$ cat src/rtl/instr_fetch_unit.sv
// Sequential instruction fetch with a credit-limited response buffer and a valid/ready decode port.
// A redirect flushes buffered words and drops every response still in flight.
module instr_fetch_unit #(
  parameter int unsigned           WORD_WIDTH = 32,
  parameter logic [WORD_WIDTH-1:0] BOOT_ADDR  = '0,
  parameter int unsigned           FIFO_DEPTH = 2
) (
  input  logic                  clk_i,
  input  logic                  rst_i,
  output logic                  instr_req_o,
  output logic [WORD_WIDTH-1:0] instr_addr_o,
  input  logic                  instr_gnt_i,
  input  logic                  instr_rvalid_i,
  input  logic [WORD_WIDTH-1:0] instr_rdata_i,
  input  logic                  branch_i,
  input  logic [WORD_WIDTH-1:0] branch_target_i,
  input  logic                  instr_ready_i,
  output logic                  instr_valid_o,
  output logic [WORD_WIDTH-1:0] instruction_o,
  output logic [WORD_WIDTH-1:0] pc_o
);

  localparam int unsigned           PTR_W     = (FIFO_DEPTH > 1) ? $clog2(FIFO_DEPTH) : 1;
  localparam int unsigned           CNT_W     = $clog2(FIFO_DEPTH + 1);
  localparam logic [CNT_W:0]        DEPTH_C   = (CNT_W+1)'(FIFO_DEPTH);
  localparam logic [WORD_WIDTH-1:0] ADDR_STEP = WORD_WIDTH'(4);

  typedef enum logic [1:0] {ST_BOOT, ST_RUN, ST_FLUSH} state_e;

  state_e                  state_q, state_d;
  logic [WORD_WIDTH-1:0]   fetch_addr_q, fetch_addr_d;
  logic [WORD_WIDTH-1:0]   pc_q, pc_d;
  logic [CNT_W-1:0]        outstanding_q, outstanding_d;
  logic [CNT_W-1:0]        discard_cnt_q, discard_cnt_d;
  logic [CNT_W-1:0]        count_q, count_d;
  logic [PTR_W-1:0]        rd_ptr_q, rd_ptr_d;
  logic [PTR_W-1:0]        wr_ptr_q, wr_ptr_d;
  logic [WORD_WIDTH-1:0]   mem_q [FIFO_DEPTH];
  logic [WORD_WIDTH-1:0]   mem_d [FIFO_DEPTH];

  logic [CNT_W:0]          credit_sum;
  logic                    req;
  logic                    gnt_fire;
  logic                    rv_fire;
  logic                    redirect;
  logic                    push;
  logic                    pop;
  logic [WORD_WIDTH-1:0]   target;
  logic                    unused_tgt_lsb;

  assign unused_tgt_lsb = ^branch_target_i[1:0];

  // Buffered plus in-flight words never exceed the buffer size, so every response has a slot.
  assign credit_sum = {1'b0, count_q} + {1'b0, outstanding_q};
  assign req        = (state_q == ST_RUN) && (credit_sum < DEPTH_C);
  assign gnt_fire   = req && instr_gnt_i;
  assign rv_fire    = instr_rvalid_i && (outstanding_q != '0);
  assign redirect   = branch_i && (state_q != ST_BOOT);
  assign push       = rv_fire && (state_q == ST_RUN) && !redirect;
  assign pop        = (count_q != '0) && instr_ready_i && !redirect;
  assign target     = {branch_target_i[WORD_WIDTH-1:2], 2'b00};

  assign outstanding_d = outstanding_q + CNT_W'(gnt_fire) - CNT_W'(rv_fire);

  always_comb begin
    state_d       = state_q;
    fetch_addr_d  = fetch_addr_q;
    pc_d          = pc_q;
    discard_cnt_d = discard_cnt_q;
    rd_ptr_d      = rd_ptr_q;
    wr_ptr_d      = wr_ptr_q;
    mem_d         = mem_q;
    count_d       = count_q + CNT_W'(push) - CNT_W'(pop);

    if (gnt_fire) begin
      fetch_addr_d = fetch_addr_q + ADDR_STEP;
    end
    if (push) begin
      mem_d[wr_ptr_q] = instr_rdata_i;
      wr_ptr_d        = wr_ptr_q + PTR_W'(1);
    end
    if (pop) begin
      rd_ptr_d = rd_ptr_q + PTR_W'(1);
      pc_d     = pc_q + ADDR_STEP;
    end

    case (state_q)
      ST_BOOT:  state_d = ST_RUN;
      ST_RUN:   state_d = ST_RUN;
      ST_FLUSH: begin
        if (rv_fire) begin
          discard_cnt_d = discard_cnt_q - CNT_W'(1);
          if (discard_cnt_q == CNT_W'(1)) begin
            state_d = ST_RUN;
          end
        end
      end
      default:  state_d = ST_BOOT;
    endcase

    // Everything still in flight after this edge belongs to the old stream.
    if (redirect) begin
      fetch_addr_d  = target;
      pc_d          = target;
      count_d       = '0;
      rd_ptr_d      = '0;
      wr_ptr_d      = '0;
      discard_cnt_d = outstanding_d;
      state_d       = (outstanding_d != '0) ? ST_FLUSH : ST_RUN;
    end
  end

  always_ff @(posedge clk_i) begin
    if (rst_i) begin
      state_q       <= ST_BOOT;
      fetch_addr_q  <= BOOT_ADDR;
      pc_q          <= BOOT_ADDR;
      outstanding_q <= '0;
      discard_cnt_q <= '0;
      count_q       <= '0;
      rd_ptr_q      <= '0;
      wr_ptr_q      <= '0;
      mem_q         <= '{default: '0};
    end else begin
      state_q       <= state_d;
      fetch_addr_q  <= fetch_addr_d;
      pc_q          <= pc_d;
      outstanding_q <= outstanding_d;
      discard_cnt_q <= discard_cnt_d;
      count_q       <= count_d;
      rd_ptr_q      <= rd_ptr_d;
      wr_ptr_q      <= wr_ptr_d;
      mem_q         <= mem_d;
    end
  end

  assign instr_req_o   = req;
  assign instr_addr_o  = fetch_addr_q;
  assign instr_valid_o = (count_q != '0);
  assign instruction_o = (count_q != '0) ? mem_q[rd_ptr_q] : '0;
  assign pc_o          = pc_q;

endmodule

$ cat config.mk
export PLATFORM = sky130hd
export DESIGN_NAME = instr_fetch_unit
export DESIGN_NICKNAME = d
export VERILOG_FILES = /design/src/rtl/instr_fetch_unit.sv
export SDC_FILE = /design/constraint.sdc
export NUM_CORES = 1
export LEC_CHECK = 0
export CAP_MARGIN = 5
export CORE_AREA = 2 2 119 121
export DETAILED_ROUTE_END_ITERATION = 8
export DIE_AREA = 0 0 121 123
export GPL_TIMING_DRIVEN = 1
export PLACE_DENSITY_LB_ADDON = 0.3
export SLEW_MARGIN = 20
export SYNTH_ARGS = -nofsm -noshare
export SYNTH_HDL_FRONTEND = slang
export SYNTH_SLANG_ARGS = --single-unit
$ cat constraint.sdc
create_clock -name clk_i -period 3.7 [get_ports clk_i]
set_input_delay 0.74 -clock clk_i [delete_from_list [all_inputs] [get_ports clk_i]]
set_output_delay 0.74 -clock clk_i [all_outputs]
set_load 0.02 [all_outputs]
# Word-level counts from Yosys, hierarchy flattened
# Cells that the tools add are included.
# totals
regBits	138
input_bits	70
output_inout_bits	98
wordCells	75
# op_classes
add_sub_neg	10
n_lt_le_gt_ge	4
n_eq_ne	5
muxes	19
n_bitwise	2
n_reduce_logical	23
# op_table
cell	count
32-bit two-way mux	9
32-bit by 3-bit adder with 32-bit output (second input constant)	2
64-bit bitwise mux	1
32-bit demux with 1-bit select	1
2-bit nonzero test	8
2-bit two-way mux	7
1-bit logical AND	9
3-bit != test (second input constant)	2
2-bit by 1-bit adder with 2-bit output	2
2-bit by 1-bit equality test with 1-bit output (second input constant)	2
2-bit greater-or-equal comparator (second input constant)	2
1-bit inverter with 2-bit output	2
2-bit case mux with 2 select lines	1
2-bit AND reduction	2
2-bit OR reduction	2
2-bit by 1-bit subtractor with 2-bit output	2
2-bit by 2-bit adder with 3-bit output	1
3-bit by 2-bit < comparator with 1-bit output (second input constant)	1
1-bit adder (second input constant)	2
2-bit equality test (second input constant)	1
2-bit zero test	1
2-bit by 1-bit < comparator with 1-bit output (second input constant)	1
2-bit by 1-bit subtractor with 2-bit output (second input constant)	1
1-bit zero test	1

# Logic depth before layout (Yosys ltp)
# Gate-level depths: netlist of run 1.
# depth
ltp_word	9
mapped_depth	14
depth_no_buf	13

# Least setup slack after synthesis of run 1
# OpenSTA, ideal clock, no wires.
# synth_path
path_kind	reg-to-reg
start	reg count_q[0]
end	reg state_q[0]
setup_time_ns	0.091
arrival_time_ns	3.056
t_required_ns	3.609
slack_ns	0.553
path_stages_with_launch	15
path_buffers	1
period_less_slack_ns	3.147
cell_sequence	dfxtp_1 -> and2_1 -> fa_1 -> nor4b_4 -> and2_4 -> buf_12 -> inv_8 -> ha_1 -> inv_1 -> ha_1 -> xnor2_1 -> xnor2_1 -> nor3_1 -> nor3_1 -> a311oi_1
# synth_between
elab_chain_cells	9
# synth_lines
element	line_no	source
start: declaration	35	logic [CNT_W-1:0] count_q, count_d;
start signal: assignment	130	count_q <= count_d;
2-bit by 2-bit adder with 3-bit output	54	assign credit_sum = {1'b0, count_q} + {1'b0, outstanding_q};
3-bit by 2-bit < comparator with 1-bit output	55	assign req = (state_q == ST_RUN) && (credit_sum < DEPTH_C);
1-bit logical AND	55	
via instr_req_o	10	output logic instr_req_o,
1-bit logical AND	56	assign gnt_fire = req && instr_gnt_i;
2-bit by 1-bit adder with 2-bit output	63	assign outstanding_d = outstanding_q + CNT_W'(gnt_fire) - CNT_W'(rv_fire);
2-bit by 1-bit subtractor with 2-bit output	63	
2-bit nonzero test	109	state_d = (outstanding_d != '0) ? ST_FLUSH : ST_RUN;
2-bit two-way mux	109	
2-bit two-way mux	102	if (redirect) begin
end signal: assignment	125	state_q <= state_d;
end: declaration	30	state_e state_q, state_d;
# The timed path passes the listed nets, and every way through them passes these cells.
# A chain may end at the register's enable or synchronous reset.

# Worst setup path after layout of run 1
# layout_path
start	reg outstanding_q[0]
end	out instr_req_o
# layout_between
elab_chain_cells	3
# layout_lines
element	line_no	source
start: declaration	33	logic [CNT_W-1:0] outstanding_q, outstanding_d;
start signal: assignment	128	outstanding_q <= outstanding_d;
2-bit by 2-bit adder with 3-bit output	54	
3-bit by 2-bit < comparator with 1-bit output	55	
1-bit logical AND	55	
end: declaration	10	
# No other way between the ends.

==> metrics.log, run 1 <==
INFO  metric io-pin-count = 168
INFO  metric totalPowerFinal = 4.81 mW
INFO  metric first_global_vias = a little under 6,000
INFO  metric slew-limit-headroom = 38.6%
INFO  metric skew = 8.49 ps
INFO  metric drt-vias-per-instance = approximately 5.5
INFO  metric post_synth_main_area_contributors = sky130_fd_sc_hd__dfxtp_1 41%, sky130_fd_sc_hd__nand2_1 9.0%, sky130_fd_sc_hd__a21oi_1 8.3%, sky130_fd_sc_hd__mux2i_1 5.6%, sky130_fd_sc_hd__xnor2_1 4.4%
INFO  metric cts.hold.buffers_added = 0
INFO  metric met2_length = approximately 8600 um
INFO  metric dpl_hpwl = between 10,000 and 15,000 um
INFO  metric worst_slew_pin_slew = a little over 900 ps
INFO  metric worst_skew_pair.late_latency = 420 ps
INFO  metric drtAntennaViolNets = 0
INFO  metric top_layer = met4
INFO  metric netlist_instances = between 800 and 900
INFO  metric grt_use_total = 25.3%
INFO  metric drt_first_pass_iters = 5
INFO  metric timing.critical_path.required = roughly 3000 ps
INFO  metric synthDistinctLibCells = just over 60
INFO  metric min_period_over_period = just under 90%
INFO  metric cts.path.max_buffers = 2
INFO  metric min_period = ~3200 ps
INFO  metric hold-path-cell-count = 2
INFO  metric startpoint_type = flip-flop
INFO  metric finalSetupViolCount = 0
INFO  metric route.layer.met1.wl = just over 8000 um
INFO  metric hold_violations = 0
INFO  metric grt_start_max_net_pins = between 70 and 80
INFO  metric cts-root-buf = sky130_fd_sc_hd__clkbuf_16
INFO  metric worstPathMaxFanout = 3
INFO  metric postCtsSetupBuffers = 0
INFO  metric cp-end-kind = output pin
INFO  metric layout.filler_cells = around 1,200
INFO  metric antenna_violations_before_repair = 0
INFO  metric post_cts_resized = 0
INFO  metric htree_num_levels = 4
INFO  metric first_iter_violations = roughly 570
INFO  metric final_cell_area = roughly 9000 um^2
INFO  metric die-area = roughly 15,000 um^2
INFO  metric syn_to_final_growth = 36.2%
INFO  metric grt_pass1_wl = between 20,000 and 30,000 um
INFO  metric maxCapViolations = 0
INFO  metric status = finished, final reports clean
INFO  metric tritoncts = yes
INFO  metric critical_path_class = flip-flop to output pin
INFO  metric timing.critical_path.arrival = between 2000 and 3000 ps
INFO  metric dominantRegCellSynth = sky130_fd_sc_hd__dfxtp_1
INFO  metric maxSlewViolCount = 0
INFO  metric num_antenna_cells = 0
INFO  metric clock_sinks = ~130
INFO  metric gp_congestion = between 0.9 and 1
INFO  metric yosysWarnings = 0
INFO  metric netlist_area = about 6600 um^2
INFO  metric synth_largest_area_cell = sky130_fd_sc_hd__dfxtp_1
INFO  metric power_density = between 500 and 600 nW/um^2
INFO  metric drive_above_1_share = approximately 6.9%
INFO  metric placementRows = 43
INFO  metric via_count = about 6,200
INFO  metric min_to = mem_q[19]
INFO  metric crit_chain = and2_1, fa_1, nor4b_4, buf_4, clkdlybuf4s50_1
INFO  metric avgRoutedWirePerCell = between 15 and 20 um
INFO  metric async_reset_ff_share = 0%
INFO  metric final_nets = approximately 1,000
INFO  metric syn-mean-instance-area = 8.15 um^2
INFO  metric crit-reg2reg-launch = outstanding_q[0]
INFO  metric achievable-frequency = about 310 MHz
INFO  metric synth_edf_count = 0
INFO  metric drc = 0
INFO  metric grt_setup_unrepaired = no
INFO  metric synth-seq-cells = about 130
INFO  metric startpoint = outstanding_q[0]
INFO  metric finalWirelength = roughly 19,000 um
INFO  metric summed_negative_setup_slack_over_all_endpoints = 0 ps
INFO  metric ir_drop = 320 uV
INFO  metric reg2regPathDepth = 13
INFO  metric cts_inserted_buffers = 17
INFO  metric dpl_cell_area = between 8000 and 9000 um^2
INFO  metric cellLeakagePower = 2.92 nW
INFO  metric hold_start = mem_q[19]
INFO  metric worst-path-buf-inv = 2
INFO  metric rr_endpoint = state_q[0]
INFO  metric grt.overflow.total = 0
INFO  metric die_height = around 120 um
INFO  metric synth_largest_type_area_fraction = between 40% and 50%
INFO  metric die_x = between 100 and 150 um
INFO  metric reg2reg_setup_slack = 670 ps
INFO  metric cell_type_group_with_the_largest_total_delay_on_the_critical_path = buffers and inverters
INFO  metric detailroute.wirelength.met3 = 1420 um
INFO  metric critical_path.max_stage_delay = 630 ps
INFO  metric initial_core_utilization = 48.2%
INFO  metric core = roughly 14,000 um^2
INFO  metric hold_path.class = flip-flop to flip-flop
INFO  metric place.port_buffers = between 150 and 200
INFO  metric yosysSeqAreaShare = between 40% and 50%
INFO  metric cts.clk_slew.worst_paths = 60 ps
INFO  metric critical-path-slowest-cell = sky130_fd_sc_hd__clkdlybuf4s50_1
layout make-up:
| cell class | count | area [um^2] | share of cell area, % |
|---|---|---|---|
| inverters | 12 | 52.6 | 0.588 |
| multi-input cells | 605 | 3580 | 40.0 |
| repair buffers | 178 | 1760 | 19.7 |
| flip-flops and latches | 134 | 2680 | 30.0 |
| clock inverters | 10 | 175 | 1.96 |
| well taps | 180 | 225 | 2.52 |
| clock buffers | 22 | 464 | 5.19 |
tightest hold or removal path: stages, from the launching register on:
cell                      delay, ps
sky130_fd_sc_hd__dfxtp_1        300
sky130_fd_sc_hd__nand2_1         50
sky130_fd_sc_hd__a21oi_1         50
power breakdown:
group	switching, mW	internal, mW
registers	0.224	1.60
clock network	0.610	1.23
logic	0.617	0.536
cell families after synthesis:
family	after synthesis	synth area share, %
adders and majority gates	8	1.64
other	1	0.0571
buffers and inverters	69	5.03
DFF	134	40.9
muxes	37	5.64
AOI/OAI and AO/OA	170	15.4
xor gates and xnor gates	55	7.34
and+or+nand+nor	331	24.0
layer usage:
layer	GRT usage [%]	vias to the layer above
met3	5.40	27
met4	8.21	0
met2	41.0	252
met1	33.9	2901
li1	-	3067
met5	0	-
state kept, by name, summed over array words and instances, names as in the netlist:
register	flops
count_q	2
pc_o	30
wr_ptr_q	1
rd_ptr_q	1
instr_addr_o	30
mem_q	64
discard_cnt_q	2
state_q	2
outstanding_q	2
through the flow:
| stage | instances | util (%) | hold slack, ps | setup slack, ps |
|---|---|---|---|---|
| detailed placement | 1109 | 61.0 | 447 | 680 |
| finish | 1141 | 65.7 | 450 | 451 |
| floorplan | 808 | - | 436 | 553 |
| CTS | 1141 | 65.7 | 454 | 457 |
| global placement | 1109 | 61.0 | 441 | 692 |
| global route | 1141 | 65.7 | 471 | 362 |
cells in the mapped netlist, drive strengths merged, types with 2 or more instances:
master and instances:
a2111oi 3, a211oi 10, a21oi 109, a22oi 5
a31oi 3, and2 5, and3 6, and4 8
buf 28, clkbuf 29, dfxtp 134, ha 7
inv 12, mux2i 37, nand2 157, nand2b 2
nand3 20, nand4 22, nor2 70, nor2b 2
nor3 8, nor4 19, nor4b 2, o211ai 2
o21a 2, o21ai 6, o21bai 21, o22ai 4
or2 4, xnor2 33, xor2 22
layout by cell type (no fill, tap or decap), types with 3 or more instances in the layout:
cell type | synthesis | layout
sky130_fd_sc_hd__a31oi_1 | 3 | 3
sky130_fd_sc_hd__o22ai_1 | 4 | 4
sky130_fd_sc_hd__clkbuf_16 | 0 | 17
sky130_fd_sc_hd__xor2_1 | 22 | 22
sky130_fd_sc_hd__nand2_1 | 157 | 157
sky130_fd_sc_hd__nand4_1 | 20 | 20
sky130_fd_sc_hd__mux2i_1 | 37 | 37
sky130_fd_sc_hd__a211oi_1 | 8 | 8
sky130_fd_sc_hd__xnor2_1 | 33 | 33
sky130_fd_sc_hd__nor2_1 | 68 | 67
sky130_fd_sc_hd__bufinv_16 | 0 | 5
sky130_fd_sc_hd__and4_1 | 8 | 8
sky130_fd_sc_hd__o21bai_1 | 21 | 21
sky130_fd_sc_hd__and3_1 | 6 | 6
sky130_fd_sc_hd__dfxtp_1 | 134 | 133
sky130_fd_sc_hd__clkbuf_1 | 27 | 3
sky130_fd_sc_hd__clkdlybuf4s50_1 | 0 | 160
sky130_fd_sc_hd__o21ai_0 | 4 | 4
sky130_fd_sc_hd__nor3_1 | 8 | 8
sky130_fd_sc_hd__and2_1 | 4 | 4
sky130_fd_sc_hd__conb_1 | 1 | 4
sky130_fd_sc_hd__ha_1 | 7 | 7
sky130_fd_sc_hd__a21oi_1 | 109 | 109
sky130_fd_sc_hd__nor2_2 | 2 | 3
sky130_fd_sc_hd__nand3_1 | 20 | 20
sky130_fd_sc_hd__a22oi_1 | 5 | 5
sky130_fd_sc_hd__clkinv_2 | 0 | 5
sky130_fd_sc_hd__inv_1 | 11 | 11
sky130_fd_sc_hd__nor4_1 | 16 | 16
sky130_fd_sc_hd__buf_4 | 5 | 16
worst max path at each step:
stage,endpoint,slack (ps),cells past startpoint
after floorplan,state_q[0],550,14
after global placement,state_q[0],690,11
after detailed placement,count_q[1],680,8
after CTS,instr_req_o,460,5
after global routing,instr_req_o,360,5
final,instr_req_o,450,5
(Power assumes the default switching activity.)
==> run 2: changes to the inputs <==
ABC_AREA = 1   (was unset)
CORE_AREA = 2 2 123 125   (was 2 2 119 121)
DIE_AREA = 0 0 125 127   (was 0 0 121 123)
==> run 2 against run 1 <==
  * Non-clock buffer count is 8 lower
  * Synthesized area is 12% higher
  * Critical path type unchanged
  * Cell count is 29% higher
  * Clock power is 9.8% lower
  * Wire length is 12% higher
  * Via count is 25% higher
  * Count of clock-buffer cells in the layout is 4 lower
  * Flip-flop and latch count stayed put
  * Total power is 20% higher
  * Cell area is 6.9% higher
==> metrics.log, run 2 <==
INFO  metric min_period_over_period = 85.8% (-2.0 points)
INFO  metric finalWirelength = 20,900 um (+12%)
INFO  metric timing.critical_path.arrival = 2430 ps (-80 ps)
INFO  metric synth_largest_area_cell = sky130_fd_sc_hd__dfxtp_1
INFO  metric drt-vias-per-instance = 5.32 (-2.8%)
INFO  metric synthDistinctLibCells = 37 (-40%)
INFO  metric maxCapViolations = 0 (unchanged)
INFO  metric tritoncts = yes
INFO  metric register_ranked_first_by_flip_flop_count = mem_q
INFO  metric status = finished, final reports clean
INFO  metric cell_type_group_with_the_largest_total_delay_on_the_critical_path = buffers and inverters
INFO  metric core = 14,400 um^2 (+6.0%)
INFO  metric final_nets = 1,351 (+32%)
INFO  metric syn_to_final_growth = 30.6%
INFO  metric crit_chain = nor2_1, inv_1, buf_4, o21ai_0, a21oi_1, clkdlybuf4s50_1
INFO  metric die_x = 125 um (+3.3%)
INFO  metric post_cts_resized = 0 (unchanged)
INFO  metric via_count = 7,826 (+25%)
INFO  metric die-area = 15,900 um^2 (+6.7%)
INFO  metric io-pin-count = 168 (unchanged)
INFO  metric maxSlewViolCount = 0 (unchanged)
INFO  metric avgRoutedWirePerCell = 14.2 um (-13%)
INFO  metric syn-mean-instance-area = 6.42 um^2 (-21%)
INFO  metric cts_inserted_buffers = 17 (unchanged)
INFO  metric crit-reg2reg-launch = outstanding_q[0]
INFO  metric initial_core_utilization = 50.7% (+2.5 points)
INFO  metric synth-seq-cells = 134 (unchanged)
INFO  metric placementRows = 44 (+2.3%)
INFO  metric skew = 8.55 ps (+0.0636 ps)
INFO  metric slew-limit-headroom = 54.9% (+16 points)
INFO  metric grt_start_max_net_pins = 93 (+29%)
INFO  metric finalCoreUtilization = 66.3% (+0.61 points)
INFO  metric drc = 0 (unchanged)
INFO  metric place.port_buffers = 161 (unchanged)
INFO  metric hold_path.class = flip-flop to flip-flop
INFO  metric clock_sinks = 134 (unchanged)
INFO  metric reg2regPathDepth = 13 (unchanged)
INFO  metric timing.critical_path.required = 2960 ps (about the same)
INFO  metric hold_violations = 0 (unchanged)
INFO  metric critical-path-slowest-cell = sky130_fd_sc_hd__clkdlybuf4s50_1
INFO  metric dominantRegCellSynth = sky130_fd_sc_hd__dfxtp_1
INFO  metric clock_power_share = 28.8% (-9.3 points)
INFO  metric cts.clk_slew.worst_paths = 60 ps (about the same)
INFO  metric worst-path-buf-inv = 3 (+1)
INFO  metric summed_negative_setup_slack_over_all_endpoints = 0 ps (unchanged)
INFO  metric dpl_cell_area = 8980 um^2 (+8.2%)
INFO  metric final_cell_area = 9560 um^2 (+6.9%)
INFO  metric final_cell_mix = 231 x sky130_fd_sc_hd__nand2_1, 161 x sky130_fd_sc_hd__a21oi_1, 161 x sky130_fd_sc_hd__clkdlybuf4s50_1, 153 x sky130_fd_sc_hd__inv_1
INFO  metric first_iter_violations = 550 (-2.8%)
INFO  metric drive_above_1_share = 4.67% (-2.2 points)
INFO  metric synth_edf_count = 0 (unchanged)
INFO  metric post_synth_main_area_contributors = sky130_fd_sc_hd__dfxtp_1 37%, sky130_fd_sc_hd__nand2_1 12%, sky130_fd_sc_hd__a21oi_1 11%, sky130_fd_sc_hd__o21ai_0 9.1%, sky130_fd_sc_hd__inv_1 7.9%
INFO  metric grt_use_total = 26.2% (+0.81 points)
INFO  metric async_reset_ff_share = 0% (unchanged)
INFO  metric cellLeakagePower = 3.61 nW (+24%)
INFO  metric cp-end-kind = output pin
INFO  metric cts.hold.buffers_added = 0 (unchanged)
INFO  metric number_of_non_filler_instances_in_the_completed_layout = 1,470 (+29%)
INFO  metric yosysWarnings = 0 (unchanged)
INFO  metric worstPathMaxFanout = 23 (+20)
INFO  metric num_antenna_cells = 0 (unchanged)
INFO  metric leading_cell_type_in_the_layout_fill_and_taps_excluded = sky130_fd_sc_hd__nand2_1
INFO  metric worst_slew_pin_slew = 674 ps (-244 ps)
INFO  metric antenna_violations_before_repair = 0 (unchanged)
INFO  metric min_period = 3170 ps (-75.6 ps)
INFO  metric netlist_area = 7320 um^2 (+12%)
INFO  metric synth_largest_type_area_fraction = 36.6% (-4.2 points)
INFO  metric rr_endpoint = state_q[1]
INFO  metric reg2reg_setup_slack = 1130 ps (+460 ps)
INFO  metric min_to = mem_q[45]
INFO  metric first_global_vias = 6,867 (+16%)
INFO  metric synth_most_common_cell = sky130_fd_sc_hd__nand2_1
INFO  metric hold_start = mem_q[45]
INFO  metric startpoint_type = flip-flop
INFO  metric cts.path.max_buffers = 2 (unchanged)
INFO  metric largest_register_ff_count = 64 (unchanged)
INFO  metric die_height = 127 um (+3.3%)
INFO  metric share_seq_of_total_power = 35.9% (-2.0 points)
INFO  metric grt_pass1_wl = 34,000 um (+14%)
INFO  metric cts-root-buf = sky130_fd_sc_hd__clkbuf_16
INFO  metric drt_first_pass_iters = 5 (unchanged)
INFO  metric drtAntennaViolNets = 0 (unchanged)
INFO  metric placed_cells = 1,438 (+30%)
INFO  metric dpl_hpwl = 14,500 um (+15%)
INFO  metric worst_skew_pair.late_latency = 430 ps (about the same)
INFO  metric power.combinational.fraction = 35.3% (+11 points)
INFO  metric critical_path_class = flip-flop to output pin
INFO  metric power_switching_share = 39.3% (+9.2 points)
INFO  metric finalSetupViolCount = 0 (unchanged)
INFO  metric grt.overflow.total = 0 (unchanged)
INFO  metric power_density = 605 nW/um^2 (+12%)
INFO  metric grt_setup_unrepaired = no
INFO  metric synth.cells.most_frequent = 231 x sky130_fd_sc_hd__nand2_1, 161 x sky130_fd_sc_hd__a21oi_1, 154 x sky130_fd_sc_hd__inv_1, 134 x sky130_fd_sc_hd__dfxtp_1, 133 x sky130_fd_sc_hd__o21ai_0
INFO  metric yosysSeqAreaShare = 36.6% (-4.2 points)
INFO  metric power.switching = 2.27 mW (+57%)
INFO  metric hold-path-cell-count = 2 (unchanged)
INFO  metric internal_pwr_total = 3.51 mW (+4.3%)
INFO  metric critical_path.max_stage_delay = 660 ps (+30 ps)
INFO  metric gp_congestion = 0.933 (-0.63%)
INFO  metric postCtsSetupBuffers = 0 (unchanged)
INFO  metric achievable-frequency = 315 MHz (+2.4%)
INFO  metric ir_drop = 399 uV (+25%)
INFO  metric htree_num_levels = 4 (unchanged)
INFO  metric netlist_instances = 1,141 (+42%)
## run 2: cell types whose count changed after synthesis, sizes merged, moves of 9 or more
cell	before	now
nand3	20	86
nor2	70	93
clkbuf	29	38
nand2	157	231
o21ai	6	154
xnor2	33	4
a21oi	109	161
mux2i	37	0
inv	12	156
xor2	22	5
nand4	22	4
nor4	19	0
a211oi	10	0
o21bai	21	3
## run 2: logic make-up (layout without fill, tap and decap cells)
logic type      Yosys count  count (layout)  share of synthesized area [%]
fa+ha+maj                 8               8                           1.47
simple gates            433             433                           24.7
other cells               1               4                         0.0512
compound gates          339             339                           23.9
xor+xnor                  9               9                           1.08
buf+inv                 217             359                           12.2
flops                   134             134                           36.6
## run 2: worst max path at each step
stage	slack, ps	start	endpoint	cells after the start
global placement	870	branch_i	mem_q[36]	8
floorplan	1390	branch_i	count_q[1]	10
finish	530	count_q[1]	instruction_o[3]	6
CTS	540	count_q[1]	instruction_o[2]	6
detailed placement	790	branch_i	mem_q[36]	8
global route	350	count_q[1]	instruction_o[19]	6
## run 2: through the flow
stage | total power, mW | setup WS [ps] | hold slack, ps
global route | 6.11 | 349 | 460
global placement | 4.07 | 867 | 428
floorplan | 3.29 | 1390 | 420
detailed placement | 4.12 | 785 | 432
CTS | 5.79 | 535 | 442
finish | 5.78 | 527 | 441
## run 2: area by class of cell
class | count | area (um^2)
Fill cell | 1306 | 4860
Multi-Input combinational cell | 793 | 3770
Sequential cell | 134 | 2680
Timing Repair Buffer | 170 | 1700
Inverter | 157 | 589
Clock buffer | 18 | 439
Tap cell | 184 | 230
Clock inverter | 14 | 140
## run 2: power groups by stage
stage / Sequential [mW] / Combinational, mW / Clock (mW)
floorplan: 2.24 / 1.05 / 0
global placement: 2.09 / 1.98 / 0
detailed placement: 2.10 / 2.03 / 0
CTS: 2.07 / 2.04 / 1.68
global route: 2.12 / 2.25 / 1.74
finish: 2.08 / 2.04 / 1.66
## run 2: worst register-to-register path, cell delays in order, from the launching register on
cell,delay [ps]
sky130_fd_sc_hd__dfxtp_1,360
sky130_fd_sc_hd__nand2_1,60
sky130_fd_sc_hd__inv_1,70
sky130_fd_sc_hd__fa_1,420
sky130_fd_sc_hd__nor2_1,140
sky130_fd_sc_hd__nand4_2,190
sky130_fd_sc_hd__ha_1,350
sky130_fd_sc_hd__inv_1,40
sky130_fd_sc_hd__ha_1,180
sky130_fd_sc_hd__xnor2_1,160
sky130_fd_sc_hd__xor2_1,230
sky130_fd_sc_hd__nor2_1,100
sky130_fd_sc_hd__nor2_1,110
sky130_fd_sc_hd__nor2_1,40
## run 2: per-layer routing
| layer | vias to the layer above | wire, um | track usage [%] |
|---|---|---|---|
| met5 | - | 0 | 0 |
| met4 | 0 | 643 | 11.4 |
| met3 | 45 | 1410 | 4.44 |
| met2 | 299 | 9430 | 41.5 |
| met1 | 3503 | 9390 | 35.4 |
| li1 | 3979 | - | - |
